===== config.mk =====
export PLATFORM = sky130hd
export DESIGN_NAME = multicycle_rv_core
export DESIGN_NICKNAME = d
export VERILOG_FILES = /design/src/rtl/multicycle_rv_core.sv
export SDC_FILE = /design/constraint.sdc
export NUM_CORES = 2
export LEC_CHECK = 0
export BUFFER_PORTS_ARGS = -buffer_cell sky130_fd_sc_hd__buf_2
export CORE_MARGIN = 1
export CORE_UTILIZATION = 30
export DETAILED_ROUTE_END_ITERATION = 16
export PLACE_DENSITY = 0.57
export SLEW_MARGIN = 20
export SYNTH_ARGS = -nofsm -noshare
export SYNTH_HDL_FRONTEND = slang
export SYNTH_SLANG_ARGS = --single-unit

===== constraint.sdc =====
create_clock -name clk -period 4.4 [get_ports clk]
set_clock_uncertainty 0.15 [all_clocks]
set_input_delay 0.44 -clock clk [delete_from_list [all_inputs] [get_ports clk]]
set_output_delay 0.44 -clock clk [all_outputs]
set_load 0.05 [all_outputs]

===== src/rtl/multicycle_rv_core.sv =====
// ============================================================================
// Module   : multicycle_rv_core
// Brief    : Multicycle RV subset core (ADDI/ADD/SUB/BEQ/BNE/EBREAK).
// Revision : 1.0 - initial release
// ============================================================================
`default_nettype none

module multicycle_rv_core #(
    parameter int                    WIDTH      = 32,
    parameter int                    ADDR_WIDTH = 16,
    parameter logic [ADDR_WIDTH-1:0] RESET_PC   = '0
) (
    input  logic                  clk,
    input  logic                  rst,
    output logic                  imem_req,
    output logic [ADDR_WIDTH-1:0] imem_addr,
    input  logic                  imem_ack,
    input  logic [31:0]           imem_rdata,
    output logic [WIDTH-1:0]      a0,
    output logic                  retire,
    output logic                  halted,
    output logic                  illegal
);

    typedef enum logic [2:0] {
        S_FETCH     = 3'd0,
        S_DECODE    = 3'd1,
        S_EXECUTE   = 3'd2,
        S_WRITEBACK = 3'd3,
        S_HALT      = 3'd4
    } state_t;

    localparam logic [2:0] OP_ADDI   = 3'd0;
    localparam logic [2:0] OP_ADD    = 3'd1;
    localparam logic [2:0] OP_SUB    = 3'd2;
    localparam logic [2:0] OP_BEQ    = 3'd3;
    localparam logic [2:0] OP_BNE    = 3'd4;
    localparam logic [2:0] OP_EBREAK = 3'd5;
    localparam logic [2:0] OP_ILL    = 3'd6;

    state_t                r_state;
    state_t                w_next;
    logic                  r_run;
    logic                  r_illegal;
    logic [ADDR_WIDTH-1:0] r_pc;
    logic [ADDR_WIDTH-1:0] r_next_pc;
    logic [31:0]           r_ir;
    logic [2:0]            r_op;
    logic [WIDTH-1:0]      r_regs [0:31];
    logic [WIDTH-1:0]      r_a;
    logic [WIDTH-1:0]      r_b;
    logic [WIDTH-1:0]      r_imm;
    logic [WIDTH-1:0]      r_res;

    logic [6:0]            w_opcode;
    logic [6:0]            w_funct7;
    logic [2:0]            w_funct3;
    logic [4:0]            w_rd;
    logic [4:0]            w_rs1;
    logic [4:0]            w_rs2;
    logic [2:0]            w_op;
    logic [WIDTH-1:0]      w_imm_i;
    logic [WIDTH-1:0]      w_imm_b;
    logic [WIDTH-1:0]      w_alu;
    logic                  w_taken;
    logic                  w_fault;
    logic [ADDR_WIDTH-1:0] w_target;

    assign w_opcode = r_ir[6:0];
    assign w_rd     = r_ir[11:7];
    assign w_funct3 = r_ir[14:12];
    assign w_rs1    = r_ir[19:15];
    assign w_rs2    = r_ir[24:20];
    assign w_funct7 = r_ir[31:25];
    assign w_imm_i  = {{(WIDTH-12){r_ir[31]}}, r_ir[31:20]};
    assign w_imm_b  = {{(WIDTH-13){r_ir[31]}}, r_ir[31], r_ir[7], r_ir[30:25], r_ir[11:8], 1'b0};

    always_comb begin
        w_op = OP_ILL;
        if (r_ir == 32'h0010_0073) begin
            w_op = OP_EBREAK;
        end else begin
            case (w_opcode)
                7'h13: if (w_funct3 == 3'b000) w_op = OP_ADDI;
                7'h33: begin
                    if (w_funct3 == 3'b000 && w_funct7 == 7'h00)      w_op = OP_ADD;
                    else if (w_funct3 == 3'b000 && w_funct7 == 7'h20) w_op = OP_SUB;
                end
                7'h63: begin
                    if (w_funct3 == 3'b000)      w_op = OP_BEQ;
                    else if (w_funct3 == 3'b001) w_op = OP_BNE;
                end
                default: w_op = OP_ILL;
            endcase
        end
    end

    assign w_taken  = ((r_op == OP_BEQ) && (r_a == r_b)) || ((r_op == OP_BNE) && (r_a != r_b));
    assign w_target = r_pc + r_imm[ADDR_WIDTH-1:0];

    always_comb begin
        case (r_op)
            OP_ADDI: w_alu = r_a + r_imm;
            OP_ADD:  w_alu = r_a + r_b;
            OP_SUB:  w_alu = r_a - r_b;
            default: w_alu = '0;
        endcase
    end

    // Fault = illegal encoding at decode, or taken branch to a half-word target
    always_comb begin
        w_next  = r_state;
        w_fault = 1'b0;
        case (r_state)
            S_FETCH:     if (r_run && imem_ack) w_next = S_DECODE;
            S_DECODE: begin
                if (w_op == OP_ILL) begin
                    w_next  = S_HALT;
                    w_fault = 1'b1;
                end else begin
                    w_next = S_EXECUTE;
                end
            end
            S_EXECUTE: begin
                if (w_taken && w_target[1]) begin
                    w_next  = S_HALT;
                    w_fault = 1'b1;
                end else begin
                    w_next = S_WRITEBACK;
                end
            end
            S_WRITEBACK: w_next = (r_op == OP_EBREAK) ? S_HALT : S_FETCH;
            S_HALT:      w_next = S_HALT;
            default:     w_next = S_FETCH;
        endcase
    end

    always_ff @(posedge clk or negedge rst) begin
        if (!rst) begin
            r_state   <= S_FETCH;
            r_run     <= 1'b0;
            r_illegal <= 1'b0;
        end else begin
            r_state <= w_next;
            r_run   <= 1'b1;
            if (w_fault) r_illegal <= 1'b1;
        end
    end

    always_ff @(posedge clk or negedge rst) begin
        if (!rst) begin
            r_pc      <= RESET_PC;
            r_next_pc <= RESET_PC;
            r_ir      <= '0;
            r_op      <= OP_ILL;
            r_a       <= '0;
            r_b       <= '0;
            r_imm     <= '0;
            r_res     <= '0;
            for (int i = 0; i < 32; i++) r_regs[i] <= '0;
        end else begin
            case (r_state)
                S_FETCH: if (r_run && imem_ack) r_ir <= imem_rdata;
                S_DECODE: begin
                    r_op  <= w_op;
                    r_a   <= r_regs[w_rs1];
                    r_b   <= r_regs[w_rs2];
                    r_imm <= (w_op == OP_BEQ || w_op == OP_BNE) ? w_imm_b : w_imm_i;
                end
                S_EXECUTE: begin
                    r_res     <= w_alu;
                    r_next_pc <= w_taken ? w_target : r_pc + ADDR_WIDTH'(4);
                end
                S_WRITEBACK: begin
                    // x0 is never written, so its reset value of zero is permanent
                    if ((r_op == OP_ADDI || r_op == OP_ADD || r_op == OP_SUB) && w_rd != 5'd0)
                        r_regs[w_rd] <= r_res;
                    if (r_op != OP_EBREAK) r_pc <= r_next_pc;
                end
                default: ;
            endcase
        end
    end

    assign imem_req  = (r_state == S_FETCH) && r_run;
    assign imem_addr = r_pc;
    assign a0        = r_regs[10];
    assign retire    = (r_state == S_WRITEBACK);
    assign halted    = (r_state == S_HALT);
    assign illegal   = r_illegal;

endmodule

`default_nettype wire

; After elaboration in Yosys (flattened, before gate mapping)
; Index checks and enable logic that the tools add are counted.
[word_totals]
reg_bits = 1205
in_bits = 35
wordCells = 125
out_inout_bits = 52
[op_classes]
reduce_logical = 21
addsub = 5
magnitude_cmp = 4
bitwise_logic = 3
n_eq_ne = 22
mux = 27
[op_table]
columns = op, count
row1 = 1024-bit bitwise mux, 1
row2 = 32-bit binary-select mux with 5-bit select, 2
row3 = 32-bit demux with 5-bit select, 1
row4 = 32-bit two-way mux, 5
row5 = 32-bit case mux with 3 select lines, 1
row6 = 32-bit adder, 2
row7 = "32-bit by 21-bit equality test with 1-bit output, second input constant", 1
row8 = 32-bit equality test, 1
row9 = 32-bit != test, 1
row10 = 32-bit subtractor, 1
row11 = 3-bit two-way mux, 9
row12 = "6-bit greater-or-equal comparator, second input constant", 3
row13 = 5-bit inverter with 6-bit output, 3
row14 = 16-bit adder, 1
row15 = "16-bit by 3-bit adder with 16-bit output, second input constant", 1
row16 = 16-bit two-way mux, 1
row17 = "3-bit by 2-bit equality test with 1-bit output, second input constant", 5
row18 = "3-bit equality test, second input constant", 5
row19 = 3-bit case mux with 5 select lines, 1
row20 = "7-bit by 6-bit equality test with 1-bit output, second input constant", 2
row21 = 12-bit two-way mux, 1
row22 = "3-bit by 1-bit equality test with 1-bit output, second input constant", 3
row23 = 1-bit logical AND, 9
row24 = 3-bit zero test, 3
row25 = 13 further kinds, 19

; Longest topological paths before layout
[logic_depth]
word_depth = 9
depth_mapped = 19
mapped_depth_nobuf = 14

; Worst setup path before layout
; Ideal clock, no wire load.
[synth_timing]
path_type = reg2reg
from = reg r_op[1]
to = reg r_res[31]
arrival_time_ps = 3919
setup_time_ps = 125
required_ps = 4125
setup_slack_ps = 206
synth_period_minus_slack_ps = 4194
stages_incl_launch_ff = 19
path_buffers = 4
path_cell_list = dfstp_2 -> clkbuf_1 -> nor2_1 -> and2_1 -> clkbuf_1 -> nor2b_1 -> clkbuf_1 -> buf_1 -> a21o_1 -> ha_1 -> a21oi_1 -> o21ai_1 -> a41o_1 -> a22o_1 -> a311oi_4 -> o21bai_2 -> or3_1 -> a31oi_1 -> o21ai_1
[synth_between]
elab_chain_len = 2
word_cells_on_any_way = 4
cone_classes = 2 x eq/ne / 1 x mux / 1 x reduce/logical
[synth_rtl]
columns = element, line
row1 = "start, declared", 48  ; logic [2:0] r_op;
row2 = "start signal, assigned", 165  ; r_op <= w_op;
row3 = 3-bit by 2-bit equality test with 1-bit output (tied with other cells), 102  ; case (r_op)
row4 = 32-bit case mux with 3 select lines *, 102
row5 = "end signal, assigned", 171  ; r_res <= w_alu;
row6 = "end, declared", 53  ; logic [WIDTH-1:0] r_res;
; Mark *: on every way between the ends. The rest lies on a longest branch, timed or not.
; A chain may end at the register's enable or synchronous reset.

; Worst setup path in the final report
[layout_timing]
from = reg r_op[1]
to = reg r_res[28]
; Same word-level chain as after synthesis.

==> flow_metrics.env <==
export IMPL_ir_worst_vdd_uv=425
export IMPL_slew_headroom=0.235
export IMPL_fill_cells=20926
export IMPL_grt_max_degree=132
export IMPL_grt_pass1_wl_mm=293
export IMPL_netlist_area_um2=65900
export IMPL_syn_mean_instance_area_um2=14.5
export IMPL_start_util=0.303
export IMPL_setup_ws_ns=0.286
export IMPL_drv_cap=0
export IMPL_synth_top_area_frac=0.457
export IMPL_finalSetupViolations=0
export IMPL_cts_setup_buffers=0
export IMPL_antenna_cells=0
export IMPL_rsz0062_at_grt="no"
export IMPL_crit_arrival_ns=4.68
export IMPL_cts_tree="yes"
export IMPL_cp_max_fo=11
export IMPL_synthTopCellsByArea="dfrtp_1 (46%), mux4_2 (22%), mux2_2 (18%)"
export IMPL_power_leakage_nw=33.6
export IMPL_drc_errors=0
export IMPL_yosysSeqAreaShare=0.457
export IMPL_p_total_w=0.0329
export IMPL_die_width_um=471
export IMPL_drtAntennaViolNets=0
export IMPL_yosys_warnings=0
export IMPL_end_kind="flop"
export IMPL_tightest_slew_ns=1.15
export IMPL_dpl_worst_slack_ns=0.239
export IMPL_cts_max_level=4
export IMPL_critPathRequiredTime_ns=4.97
export IMPL_clockRootBuffer="clkbuf_16"
export IMPL_die_h_um=471
export IMPL_layout_min_cycle_time_ns=4.11
export IMPL_final_common_cell="dfrtp_1"
export IMPL_rows=171
export IMPL_start_kind="flop"
export IMPL_hold_path_class="input port to asynchronous set/reset pin"
export IMPL_drt_pass1_iter_count=7
export IMPL_yosys_most_used_dff="dfrtp_1"
export IMPL_ff2ff_path_depth=14
export IMPL_fin_setup_tns_ns=0
export IMPL_wl_per_cell_um=26.2
export IMPL_num_io_pins=87
export IMPL_power_density_nw_per_um2=441
export IMPL_ys_async_sr_fraction=1.00
export IMPL_dr_first_iter_drc_count=3414
export IMPL_grt_pass1_vias=42296
export IMPL_drive_above_1_share=0.486
export IMPL_layout_common_cells="dfrtp_1 (1184), mux2_2 (1048), mux4_2 (640)"
export IMPL_area_growth_pct=13.3
export IMPL_wl_mm=194
export IMPL_outcome="completed"
export IMPL_timing_final_crit_share=0.935
export IMPL_ys_ff_latch=1205
export IMPL_synth_nets=4654
export IMPL_dp_hpwl_mm=120
export IMPL_vias=40782
export IMPL_track_usage=0.177
export IMPL_drv_slew=0
export IMPL_clk_pin_slew_ns=0.06
export IMPL_max_freq_ghz=0.243
export IMPL_cts_sinks=1205
export IMPL_via_per_inst=5.50
export IMPL_path_class="flop to flop"
export IMPL_core_um2=218000
export IMPL_ys_types=81
export IMPL_clk_latency_ns=0.80
export IMPL_antenna_found_initial=8
export IMPL_synth_edf_count=0
export IMPL_synth_top_area_cell="dfrtp_1"
export IMPL_dieArea_um2=222000
export IMPL_portBuffers=86
export IMPL_synthCells=4532
export IMPL_clk_path_buf_depth=3
export IMPL_nets=4570
export IMPL_cts_buffers=140
export IMPL_hold_viol=0
export IMPL_place_congestion=0.893
export IMPL_gr_total_overflow=0
-- critical path, stage by stage (launching register included) --
cell	delay [ns]
dfstp_2	0.37
nor2_2	0.11
and2_2	0.34
mux2_2	0.37
ha_1	0.21
fa_1	0.43
a21oi_1	0.25
o221ai_2	0.18
o221ai_1	0.38
a31oi_1	0.23
a21oi_2	0.31
o21ai_1	0.13
nand4_1	0.11
mux2_2	0.33
a21oi_1	0.11
-- cell families after synthesis --
logic type	share of synthesized area
mux	0.410
flops	0.457
buf+inv	0.0356
simple gates	0.0321
compound gates	0.0380
fa+ha+maj	0.0169
xor+xnor	0.0102
other cells	0.0000569
-- what timing repair did --
item | 4_1_cts | 5_1_grt
hold buffers | 34 | 0
hold endpoints to repair | 135 | 0
setup endpoints to repair | 0 | 1
resized for setup | 0 | 1
-- registers in the layout (all words and copies together) (netlist names) --
signal     cells
r_a           32
r_ir          32
r_regs       992
r_op           3
r_next_pc     16
imem_addr     16
r_state        3
r_imm         13
r_b           32
a0            32
r_res         32
illegal        1
r_run          1
-- final cells by class --
cell class                      count  area [um^2]  share of cell area
Clock buffer                      205         4130              0.0553
Clock inverter                     45          564             0.00755
Inverter                           55          206             0.00276
Multi-Input combinational cell   2787        33600               0.450
Sequential cell                  1205        30200               0.404
Tap cell                         2854         3570              0.0478
Timing Repair Buffer              259         2400              0.0322
-- path summary, 6_finish.rpt --
path	slack [ns]	end	startpoint
worst max-delay path	0.29	r_res[28]	r_op[1]
worst max register to register	0.29	r_res[28]	r_op[1]
worst min register to register	0.24	r_regs[1010]	r_regs[1010]
worst min-delay path	0.17	r_next_pc[12]	rst
max in group asynchronous	2.60	r_ir[20]	rst
min in group clk	0.24	r_regs[1010]	r_regs[1010]
-- power breakdown --
part           total (W)  internal [W]  switching, W
Sequential        0.0122        0.0114      0.000866
Clock             0.0119       0.00688       0.00500
Combinational    0.00881       0.00354       0.00528
Total             0.0329        0.0218        0.0111
-- synthesized netlist by cell type (10+ instances only) --
library cell  number
nand3_1           38
and2_1            10
a21oi_1           89
mux4_2           640
xor2_1            29
buf_4             34
o21ai_0          135
buf_2            142
dfrtp_1         1203
nor2b_1           13
a21o_1            47
mux2_2          1048
o21bai_1          10
nand2_1          185
nor3_1            21
nand3b_1          12
inv_1             54
ha_1              84
buf_1             33
xnor2_1           48
clkbuf_1         274
a31oi_1           10
a221oi_1          17
nand4_1           14
mux2i_1           75
nor2_1           115
o21a_1            12
-- metal layers --
| metal | global-route usage | part of all wire |
|---|---|---|
| met3 | 0.0276 | 0.054 |
| met4 | 0.0519 | 0.027 |
| met1 | 0.248 | 0.45 |
| met5 | 0 | 0.000036 |
| met2 | 0.280 | 0.47 |
-- metrics by stage --
step                      hold WS (ns)  utilization  cell area [um^2]  std cells
after detailed placement         0.232        0.320             69700       7126
after global routing             0.226        0.343             74700       7410
after CTS                        0.182        0.343             74700       7410
after floorplan               -0.00559            -             65900       4532
after global placement           0.226        0.320             69700       7126
final                            0.168        0.343             74700       7410
Power figures use the tool's default switching activity.
